`src/rtl/float_pkg.sv`:
```
// Shared binary32 field widths, constants and FSM encoding for the float divider.
package float_pkg;
    localparam int SIGN     = 1;
    localparam int EXP      = 8;
    localparam int MANT     = 23;
    localparam int EXP_BIAS = 127;

    localparam logic [EXP-1:0] EXP_MAX = 8'hFF;
    localparam logic [31:0]    QNAN    = 32'h7FC0_0000;

    localparam logic [1:0] IDLE = 2'd0;
    localparam logic [1:0] CALC = 2'd1;
    localparam logic [1:0] DONE = 2'd2;

    typedef struct packed {
        logic [SIGN-1:0] sign;
        logic [EXP-1:0]  exp;
        logic [MANT-1:0] mant;
    } fp32_t;
endpackage

```
`src/rtl/fdiv_mant_core.sv`:
```
// Radix-2 restoring mantissa divider: Q = floor(Am * 2^24 / Bm), one quotient bit per cycle.
// start loads the operands; done pulses one cycle after the 25th step.
module fdiv_mant_core
    import float_pkg::*;
(
    input  logic            clk,
    input  logic            rst_n,
    input  logic            start,
    input  logic [MANT:0]   Am,
    input  logic [MANT:0]   Bm,
    output logic            done,
    output logic [MANT+1:0] Q
);
    logic            busy_q, busy_d;
    logic            done_q, done_d;
    logic [MANT+1:0] rem_q, rem_d;
    logic [MANT+1:0] quo_q, quo_d;
    logic [MANT:0]   bm_q, bm_d;
    logic [4:0]      cnt_q, cnt_d;
    logic [MANT:0]   diff;
    logic            ge;

    always_comb begin
        ge     = rem_q >= {1'b0, bm_q};
        // When ge holds the difference is below Bm, so the low bits are exact.
        diff   = rem_q[MANT:0] - bm_q;
        busy_d = busy_q;
        done_d = 1'b0;
        rem_d  = rem_q;
        quo_d  = quo_q;
        bm_d   = bm_q;
        cnt_d  = cnt_q;
        if (start) begin
            busy_d = 1'b1;
            rem_d  = {1'b0, Am};
            quo_d  = '0;
            bm_d   = Bm;
            cnt_d  = 5'(MANT + 1);
        end else if (busy_q) begin
            quo_d = {quo_q[MANT:0], ge};
            rem_d = ge ? {diff, 1'b0} : {rem_q[MANT:0], 1'b0};
            if (cnt_q == 5'd0) begin
                busy_d = 1'b0;
                done_d = 1'b1;
            end else begin
                cnt_d = cnt_q - 5'd1;
            end
        end
    end

    always_ff @(posedge clk or negedge rst_n) begin
        if (!rst_n) begin
            busy_q <= 1'b0;
            done_q <= 1'b0;
            rem_q  <= '0;
            quo_q  <= '0;
            bm_q   <= '0;
            cnt_q  <= '0;
        end else begin
            busy_q <= busy_d;
            done_q <= done_d;
            rem_q  <= rem_d;
            quo_q  <= quo_d;
            bm_q   <= bm_d;
            cnt_q  <= cnt_d;
        end
    end

    assign done = done_q;
    assign Q    = quo_q;
endmodule

```
`src/rtl/float_div.sv`:
```
// Sequential binary32 divider (truncating, denormals flushed) behind valid/ready handshakes.
// Operands are registered on accept; specials resolve one edge later, normal results 26 edges later.
module float_div
    import float_pkg::*;
(
    input  logic        clk,
    input  logic        rst_n,
    input  logic        in_valid,
    output logic        in_ready,
    input  logic [31:0] A,
    input  logic [31:0] B,
    output logic        out_valid,
    input  logic        out_ready,
    output logic [31:0] O,
    output logic        overflow,
    output logic        nan,
    output logic        div_by_zero
);
    logic [1:0]      state_q, state_d;
    fp32_t           a_q, a_d, b_q, b_d;
    logic [31:0]     o_q, o_d;
    logic            ovf_q, ovf_d, nan_q, nan_d, dbz_q, dbz_d;
    logic            core_start, core_done;
    logic [MANT+1:0] q;

    logic            a_zero, a_inf, a_nan, b_zero, b_inf, b_nan, is_special;
    logic [SIGN-1:0] s;
    logic [31:0]     inf_o, zero_o;
    logic [MANT-1:0] mant_n;
    logic signed [9:0] e;

    assign core_start = (state_q == IDLE) && in_valid;

    fdiv_mant_core u_core (
        .clk   (clk),
        .rst_n (rst_n),
        .start (core_start),
        .Am    ({1'b1, A[MANT-1:0]}),
        .Bm    ({1'b1, B[MANT-1:0]}),
        .done  (core_done),
        .Q     (q)
    );

    always_comb begin
        a_zero = a_q.exp == '0;
        b_zero = b_q.exp == '0;
        a_inf  = (a_q.exp == EXP_MAX) && (a_q.mant == '0);
        b_inf  = (b_q.exp == EXP_MAX) && (b_q.mant == '0);
        a_nan  = (a_q.exp == EXP_MAX) && (a_q.mant != '0);
        b_nan  = (b_q.exp == EXP_MAX) && (b_q.mant != '0);
        is_special = a_zero || b_zero || (a_q.exp == EXP_MAX) || (b_q.exp == EXP_MAX);
        s      = a_q.sign ^ b_q.sign;
        inf_o  = {s, EXP_MAX, {MANT{1'b0}}};
        zero_o = {s, 31'd0};
        // Q lies in [2^23, 2^25); its top bit picks the normalization shift.
        mant_n = q[MANT+1] ? q[MANT:1] : q[MANT-1:0];
        e      = {2'b00, a_q.exp} - {2'b00, b_q.exp} + 10'(EXP_BIAS) - 10'(!q[MANT+1]);
    end

    always_comb begin
        state_d = state_q;
        a_d     = a_q;
        b_d     = b_q;
        o_d     = o_q;
        ovf_d   = ovf_q;
        nan_d   = nan_q;
        dbz_d   = dbz_q;
        case (state_q)
            IDLE: begin
                if (in_valid) begin
                    a_d     = A;
                    b_d     = B;
                    state_d = CALC;
                end
            end
            CALC: begin
                if (is_special) begin
                    state_d = DONE;
                    ovf_d   = 1'b0;
                    nan_d   = 1'b0;
                    dbz_d   = 1'b0;
                    if (a_nan || b_nan || (a_zero && b_zero) || (a_inf && b_inf)) begin
                        o_d   = QNAN;
                        nan_d = 1'b1;
                    end else if (b_zero && !a_inf) begin
                        o_d   = inf_o;
                        dbz_d = 1'b1;
                    end else if (a_inf) begin
                        o_d = inf_o;
                    end else begin
                        o_d = zero_o;
                    end
                end else if (core_done) begin
                    state_d = DONE;
                    ovf_d   = 1'b0;
                    nan_d   = 1'b0;
                    dbz_d   = 1'b0;
                    if (e >= 10'sd255) begin
                        o_d   = inf_o;
                        ovf_d = 1'b1;
                    end else if (e <= 10'sd0) begin
                        o_d = zero_o;
                    end else begin
                        o_d = {s, e[EXP-1:0], mant_n};
                    end
                end
            end
            DONE: begin
                if (out_ready) begin
                    state_d = IDLE;
                end
            end
            default: state_d = IDLE;
        endcase
    end

    always_ff @(posedge clk or negedge rst_n) begin
        if (!rst_n) begin
            state_q <= IDLE;
            a_q     <= '0;
            b_q     <= '0;
            o_q     <= '0;
            ovf_q   <= 1'b0;
            nan_q   <= 1'b0;
            dbz_q   <= 1'b0;
        end else begin
            state_q <= state_d;
            a_q     <= a_d;
            b_q     <= b_d;
            o_q     <= o_d;
            ovf_q   <= ovf_d;
            nan_q   <= nan_d;
            dbz_q   <= dbz_d;
        end
    end

    assign in_ready    = state_q == IDLE;
    assign out_valid   = state_q == DONE;
    assign O           = o_q;
    assign overflow    = ovf_q;
    assign nan         = nan_q;
    assign div_by_zero = dbz_q;
endmodule

```
`config.mk`:
```
export PLATFORM = sky130hd
export DESIGN_NAME = float_div
export DESIGN_NICKNAME = d
export VERILOG_FILES = /design/src/rtl/float_pkg.sv /design/src/rtl/fdiv_mant_core.sv /design/src/rtl/float_div.sv
export SDC_FILE = /design/constraint.sdc
export NUM_CORES = 1
export LEC_CHECK = 0
export ABC_AREA = 1
export BUFFER_PORTS_ARGS = -buffer_cell sky130_fd_sc_hd__clkbuf_2
export CAP_MARGIN = 5
export CORE_ASPECT_RATIO = 2
export CORE_MARGIN = 2
export CORE_UTILIZATION = 47
export DETAILED_ROUTE_END_ITERATION = 16
export GPL_ROUTABILITY_DRIVEN = 0
export PLACE_DENSITY = 0.71
export SYNTH_ARGS = -nofsm -noshare
export SYNTH_HDL_FRONTEND = slang
export SYNTH_SLANG_ARGS = --single-unit
```
`constraint.sdc`:
```
create_clock -name clk -period 5.45 [get_ports clk]
set_input_delay 1.09 -clock clk [delete_from_list [all_inputs] [get_ports clk]]
set_output_delay 1.09 -clock clk [all_outputs]
set_load 0.02 [all_outputs]
```
==> results of run 1 <==
## cell usage in the layout, fill, tap and decap left out, types with 11 or more instances in the layout
cell and n:
inv_1 147, clkbuf_2 103, nor2_1 100, dfrtp_1 159
o21ai_0 89, nand4_1 44, ha_1 40, nand3_1 58
nor3_1 11, a21oi_1 73, xor2_1 15, clkbuf_16 17
nand2_2 14, nand2_1 272, o22ai_1 26
## worst max-delay path, delay by kind of cell, from the launching register on
| family | cells | cell delay [ps] |
|---|---|---|
| buffers and inverters | 3 | 290 |
| flip-flops | 1 | 390 |
| adder cells (fa/ha/maj) | 3 | 910 |
| AND/OR/NAND/NOR | 7 | 1250 |
| XOR/XNOR | 1 | 320 |
| AO/OA/AOI/OAI | 3 | 550 |
## cell families after synthesis
kind of cell               count (synthesis)
AOI/OAI and AO/OA                        240
xor gates and xnor gates                  25
adders and majority gates                 43
buffers and inverters                    198
DFF                                      159
and+or+nand+nor                          532
## state kept, by name, indices dropped and copies added (netlist names)
| name | count |
|---|---|
| O | 32 |
| a_q | 32 |
| b_q | 31 |
| div_by_zero | 1 |
| nan | 1 |
| overflow | 1 |
| state_q | 2 |
| u_core.Q | 25 |
| u_core.bm_q | 2 |
| u_core.busy_q | 1 |
| u_core.cnt_q | 5 |
| u_core.done | 1 |
| u_core.rem_q | 25 |
## final timing paths
check | depth (start not counted) | to | slack, ps | from
hold / removal | 2 | u_core.bm_q[23] | 480 | u_core.bm_q[23]
setup / recovery | 17 | O[15] | 1620 | a_q[23]
max in group asynchronous | 2 | u_core.rem_q[22] | 3640 | rst_n
hold reg to reg | 2 | u_core.bm_q[23] | 480 | u_core.bm_q[23]
setup reg to reg | 17 | O[15] | 1620 | a_q[23]
min in group asynchronous | 1 | a_q[4] | 700 | rst_n
## layer usage
| metal | wire [µm] | share of wire | vias to the layer above |
|---|---|---|---|
| li1 | - | - | 4131 |
| met1 | 8190 | 0.35 | 3869 |
| met2 | 13100 | 0.55 | 204 |
| met3 | 788 | 0.033 | 90 |
| met4 | 1600 | 0.068 | 0 |
| met5 | 0 | 0 | - |
## Yosys cell counts, types with 2 or more instances
cell and n:
nor4_1 10, nor2_1 100, a31oi_1 4, o21bai_1 7, a21oi_1 73, nor3_1 11, xor2_1 15, a21boi_0 10
xnor2_1 10, nand2_4 4, inv_1 147, fa_1 3, a21oi_2 2, o21ai_2 2, a211oi_1 3, o21ai_1 5
clkbuf_1 35, buf_4 5, nand2_1 272, nand2_2 14, inv_2 2, buf_2 4, nand3_1 58, buf_8 2
nand3_2 10, o211ai_1 6, nand4_1 44, nor2_2 2, dfrtp_1 159, a21o_1 5, o31ai_1 5, o21a_1 2
ha_1 40, o21ai_0 89, o22ai_1 26
## area by class of cell
cell class	count	area share
tap	259	0.0306
sequential	159	0.375
clock inverter	15	0.0171
inverter	151	0.0537
timing repair buffer	113	0.0561
multi-input combinational	840	0.427
clock buffer	17	0.0401
## through the flow
stage                     std cells  hold slack [ps]
after floorplan                1197              426
after global placement         1522              446
after detailed placement       1522              466
after CTS                      1554              485
after global routing           1554              506
final                          1554              480
==> flow_summary.ini, run 1 <==
[sta]
finalClockSkew_ps = 12.1
fmax_ghz = 0.261
setup_violations = 0
rsz0062_at_grt = false
worst_pin_slew_ps = 1050
setup_tns_ps = 0
slew_headroom = 0.298
drv_slew = 0
hold_viol = 0
min_period_over_period = 0.704
period_needed_ps = 3830
fin_ws_ps = 1620

[cells_and_area]
utilization = 0.547
design_area_um2 = 10600
final_layout_size_suffix_gt1_frac = 0.144
multi_input_area_um2 = 4530
fill_cells = 1927
diodes = 0
register_area_um2 = 3980
fin_nets = 1393
area.growth.synth_to_final_pct = 14.0

[yosys]
synth-simple-area-share = 0.258
synth_mux_area_frac = 0
synthAdderAreaFrac = 0.0603
synthXorXnorAreaFrac = 0.0235
yosysTopAreaCell = dfrtp_1
synth_cell_types = 46
netlist.area_leader.share = 0.428
synth_cells = 1197
synth_edf_count = 0
synth_area_per_cell_um2 = 7.77
syn_nets = 1308
ys_top_cells_by_area = dfrtp_1 (43%), nand2_1 (11%), inv_1 (5.9%)
synth-compound-area-share = 0.145
synthArstFlopShare = 1.00
synth_area_um2 = 9300
seq_area_frac_synth = 0.428
postSynth.topFlopCell = dfrtp_1
synth_seq_cells = 159
yosys_warnings = 0
synth_top_family_by_area = simple AND/OR/NAND/NOR gates

[grt]
use_met1 = 0.231
grt_start_max_net_pins = 85
grt_pass1_wl_um = 39000
overflow = 0
grtUsageMet2 = 0.442
use_met3 = 0.0386
antenna_found_initial = 0
grt-busiest-layer = met2
grt_usage = 0.238
grt_pass1_vias = 8467

[floorplan]
ioPinCount = 105
start_util = 0.480
die_width_um = 103
die_h_um = 203
core_um2 = 19400
dieArea_um2 = 21000
num_rows = 72

[placed_design]
place_area_um2 = 9990
place_ws_ps = 1610
dp_hpwl_um = 18000
io_buffers = 104

[critical_path]
path_max_fanout = 30
cpMaxStageDelayCell = nand3_2
max_stage_delay_ps = 490
startpoint_type = register
end_kind = register
required_ps = 5770
worstPathCellList = inv_1 -> ha_1 -> inv_1 -> fa_1 -> xor2_1 -> ha_1 -> a21o_1 -> a31oi_1 -> inv_1 -> nand3_2 -> nand3_1 -> nand2_1 -> nand2_1 -> a21oi_2 -> nand3_2 -> nand4_1 -> nand2_1
criticalPathCategory = register to register
arrival_ps = 4160

[clock_tree]
cts_root_buffer = clkbuf_16
cts_buffers = 17
ctsHoldBuffers = 0
cts_sinks = 159
cts_tree = built
max-clock-path-buffers = 2
path_clk_slew_ps = 70
post-cts-setup-buffers = 0
insertion_delay_ps = 440
h-tree-depth = 4
cts_resized = 0

[route]
ant_nets = 0
wire_per_inst_um = 15.2
drcViolationCount = 0
wl_um = 23700
num_vias = 8294
drtPass1Iterations = 5
drt_iter0_markers = 386
via_per_inst = 5.34

[hold_path]
hold_path_class = register to register

[run_status]
status = finished clean

[job]
maxCapViolCount = 0
Power of run 1 is left out: the tool's default activity adds up to more than one toggle a clock period on the data nets, which glitch-free logic cannot reach.
==> run 2, diff against run 1 <==
Clock period 5.45 ns to 3.9 ns, I/O delays scaled along.
==> run 2 against run 1 <==
Compared with the run above:
- flip-flop and latch count is the same
- worst hold slack lost 110 ps
- utilization grew 0.33 points
- register-to-register slack lost 1100 ps
- sequential share of layout area shrank 0.22 points
- design area grew 0.60%
- non-clock buffer count grew 6
- global-route usage shrank 0.13 points
- largest cell class unchanged
- via count shrank 0.30%
- highest routed layer unchanged
- clock skew shrank 1.4 ps
==> flow_summary.ini, run 2 (synthesized netlist as in run 1, its figures left out) <==
[floorplan]
die_width_um = 103
start_util = 0.480
core_um2 = 19400
dieArea_um2 = 21000
die_h_um = 203
ioPinCount = 105
num_rows = 72

[hold_path]
hold_path_class = primary input to async pin

[critical_path]
r2r_slack_ps = 530
criticalPathCategory = register to register
worst-r2r-cell-count = 18
startpoint_type = register
end_kind = register
required_ps = 4220
rr_endpoint = O[13]
startpoint = a_q[23]
critPathCapture = O[13]
arrival_ps = 3690
r2r-start = a_q[23]
path_max_fanout = 30

[grt]
grt_pass1_vias = 8381
overflow = 0
grt_usage = 0.237
grt_start_max_net_pins = 107
grt_pass1_wl_um = 38700
antenna_found_initial = 0

[clock_tree]
path_clk_slew_ps = 60
cts_tree = built
cts_buffers = 17
ctsHoldBuffers = 0
insertion_delay_ps = 430
cts_root_buffer = clkbuf_16
cts_sinks = 159
max-clock-path-buffers = 2
post-cts-setup-buffers = 0
cts_resized = 0
h-tree-depth = 4

[sta]
min_period_over_period = 0.864
setup_violations = 0
drv_slew = 0
worst_pin_slew_ps = 819
finalClockSkew_ps = 10.7
slew_headroom = 0.454
setup_tns_ps = 0
period_needed_ps = 3370
fmax_ghz = 0.297
hold_viol = 0
rsz0062_at_grt = false

[route]
drtPass1Iterations = 4
wire_per_inst_um = 15.2
num_vias = 8269
via_per_inst = 5.30
wl_um = 23700
ant_nets = 0
drcViolationCount = 0
drt_iter0_markers = 323

[placed_design]
dp.cells = 1528
io_buffers = 104
dp_hpwl_um = 18000

[cells_and_area]
utilization = 0.551
final_common_cell = nand2_1
fill_cells = 1889
final_layout_size_suffix_gt1_frac = 0.147
diodes = 0
fin_cells = 1559
fin_nets = 1399
most-common-layout-cells = nand2_1 (272), dfrtp_1 (159), inv_1 (147)
area.growth.synth_to_final_pct = 14.7

[job]
maxCapViolCount = 0

[run_status]
status = finished clean
## run 2: worst min-delay path by stage
stage	from	endpoint	slack, ps
after floorplan	u_core.bm_q[23]	u_core.bm_q[23]	430
after global placement	u_core.bm_q[23]	u_core.bm_q[23]	440
after detailed placement	u_core.bm_q[23]	u_core.bm_q[23]	460
after CTS	rst_n	a_q[11]	440
after global routing	rst_n	a_q[11]	440
final	rst_n	a_q[11]	370
## run 2: critical path, stage by stage, from the launching register on
cell and delay [ps]:
dfrtp_1 380, inv_1 100, ha_1 160, inv_1 70, fa_1 410, xor2_1 320
ha_1 350, a21o_1 200, a31oi_1 170, inv_1 100, nand3_2 90, nand3_1 90
nand2_1 70, nand2_1 100, a21oi_2 160, nand3_2 80, buf_4 230, nand4_1 130
nand2_1 50
## run 2: final cells by class
type,count,area (µm²),area share
Tap cell,259,324,0.0304
Inverter,151,569,0.0534
Timing Repair Buffer,119,652,0.0611
Multi-Input combinational cell,840,4530,0.424
Clock buffer,20,457,0.0428
Clock inverter,11,156,0.0147
Sequential cell,159,3980,0.373
## run 2: metal layers
layer / vias up / global-route usage / share of wire
met2: 178 / 0.443 / 0.55
met1: 3867 / 0.230 / 0.35
met5: - / 0 / 0
li1: 4145 / - / -
met4: 0 / 0.151 / 0.063
met3: 79 / 0.0361 / 0.027
## run 2: per-stage QoR
stage / instance area, µm² / hold slack [ps] / worst slack, ps
2_1_floorplan: 9300 / 426 / 861
3_3_place_gp: 10100 / 445 / 641
3_5_place_dp: 10100 / 463 / 530
4_1_cts: 10700 / 438 / 516
5_1_grt: 10700 / 443 / 167
6_report: 10700 / 371 / 532
Power of run 2 is left out for the same reason.
==> run 3, diff against run 2 <==
Settings changed: CORE_ASPECT_RATIO 2 to not set.
==> run 3 against run 2 <==
Compared with the run above:
- final cell count is 0.26% higher
- routed wire length is 2.1% lower
- design area decreased by 0.18%
- sequential share of layout area rose by 0.066 points
- clock skew fell by 3.8 ps
- first-iteration DRC count grew 110%
- flip-flop and latch count is the same
- die area down 0.32%
- register-to-register slack worse by 50 ps
- worst hold slack improved by 31 ps
==> flow_summary.ini, run 3 (synthesized netlist as in run 1, its figures left out) <==
[grt]
antenna_found_initial = 0
grt_start_max_net_pins = 84
grt-busiest-layer = met2
grtUsageMet2 = 0.370
grt_pass1_wl_um = 38300
use_met3 = 0.0438
use_met1 = 0.317
grt_usage = 0.232
grt_pass1_vias = 7881
overflow = 0

[floorplan]
die_width_um = 145
die_h_um = 145
dieArea_um2 = 20900
core_um2 = 19500
ioPinCount = 105
start_util = 0.478
num_rows = 51

[critical_path]
criticalPathCategory = register to register
cpMaxStageDelayCell = fa_1
critPathTopFamily = adder cells
critical_path_depth = 18
arrival_ps = 3730
max_stage_delay_ps = 420
worstPathCellList = inv_1 -> ha_1 -> inv_1 -> fa_1 -> xor2_1 -> ha_1 -> a21o_1 -> a31oi_1 -> inv_1 -> nand3_2 -> nand3_1 -> nand2_1 -> nand2_1 -> a21oi_2 -> nand3_2 -> buf_4 -> nand4_1 -> nand2_1
end_kind = register
startpoint_type = register
path_buf_inv = 4
worst-r2r-cell-count = 18
path_max_fanout = 30
required_ps = 4210

[cells_and_area]
final_layout_size_suffix_gt1_frac = 0.144
fill_cells = 1821
final_common_cell = nand2_1
diodes = 0
area.growth.synth_to_final_pct = 14.5
fin_nets = 1398
most-common-layout-cells = nand2_1 (272), dfrtp_1 (159), inv_1 (147)

[clock_tree]
cts_sinks = 159
h-tree-depth = 4
cts_resized = 0
post-cts-setup-buffers = 0
path_clk_slew_ps = 60
insertion_delay_ps = 430
cts_tree = built
max-clock-path-buffers = 2
cts_buffers = 17
ctsHoldBuffers = 0
cts_root_buffer = clkbuf_16

[job]
maxCapViolCount = 0

[sta]
drv_slew = 0
rsz0062_at_grt = false
worst_pin_slew_ps = 775
fmax_ghz = 0.292
period_needed_ps = 3420
timing.hold.ws_ps = 402
slew_headroom = 0.483
fin_ws_ps = 481
setup_tns_ps = 0
hold_viol = 0
finalClockSkew_ps = 6.85
setup_violations = 0
min_period_over_period = 0.877

[route]
drt_iter0_markers = 694
drcViolationCount = 0
wire_per_inst_um = 14.9
ant_nets = 0
drtPass1Iterations = 5
wl_um = 23200
via_per_inst = 5.31
num_vias = 8305

[placed_design]
place_ws_ps = 504
io_buffers = 104
dp_hpwl_um = 16700

[hold_path]
hold_path_class = primary input to async pin

[run_status]
status = finished clean
-- run 3: path summary, 6_finish.rpt --
path | startpoint | end | slack, ps
max in group asynchronous | rst_n | O[30] | 2630
min in group clk | u_core.bm_q[23] | u_core.bm_q[23] | 460
max | a_q[23] | O[21] | 480
max reg2reg | a_q[23] | O[21] | 480
min reg2reg | u_core.bm_q[23] | u_core.bm_q[23] | 460
min | rst_n | b_q[9] | 400
-- run 3: layout make-up --
type / instances / area (µm²) / share of cell area
Clock inverter: 8 / 130 / 0.0122
Clock buffer: 22 / 464 / 0.0436
Inverter: 151 / 569 / 0.0535
Tap cell: 265 / 332 / 0.0311
Sequential cell: 159 / 3980 / 0.374
Multi-Input combinational cell: 840 / 4530 / 0.425
Timing Repair Buffer: 118 / 644 / 0.0605
-- run 3: per-layer routing --
metal	wire, µm	vias to the layer above
met2	10600	236
met3	1090	44
met5	0	-
met4	612	0
met1	10900	3873
li1	-	4152
-- run 3: stage by stage --
stage	cells	utilization	cell area, µm²
global placement	1533	0.516	10100
global route	1563	0.547	10600
finish	1563	0.547	10600
floorplan	1197	-	9300
detailed placement	1533	0.516	10100
CTS	1563	0.547	10600
Power of run 3 is left out for the same reason.
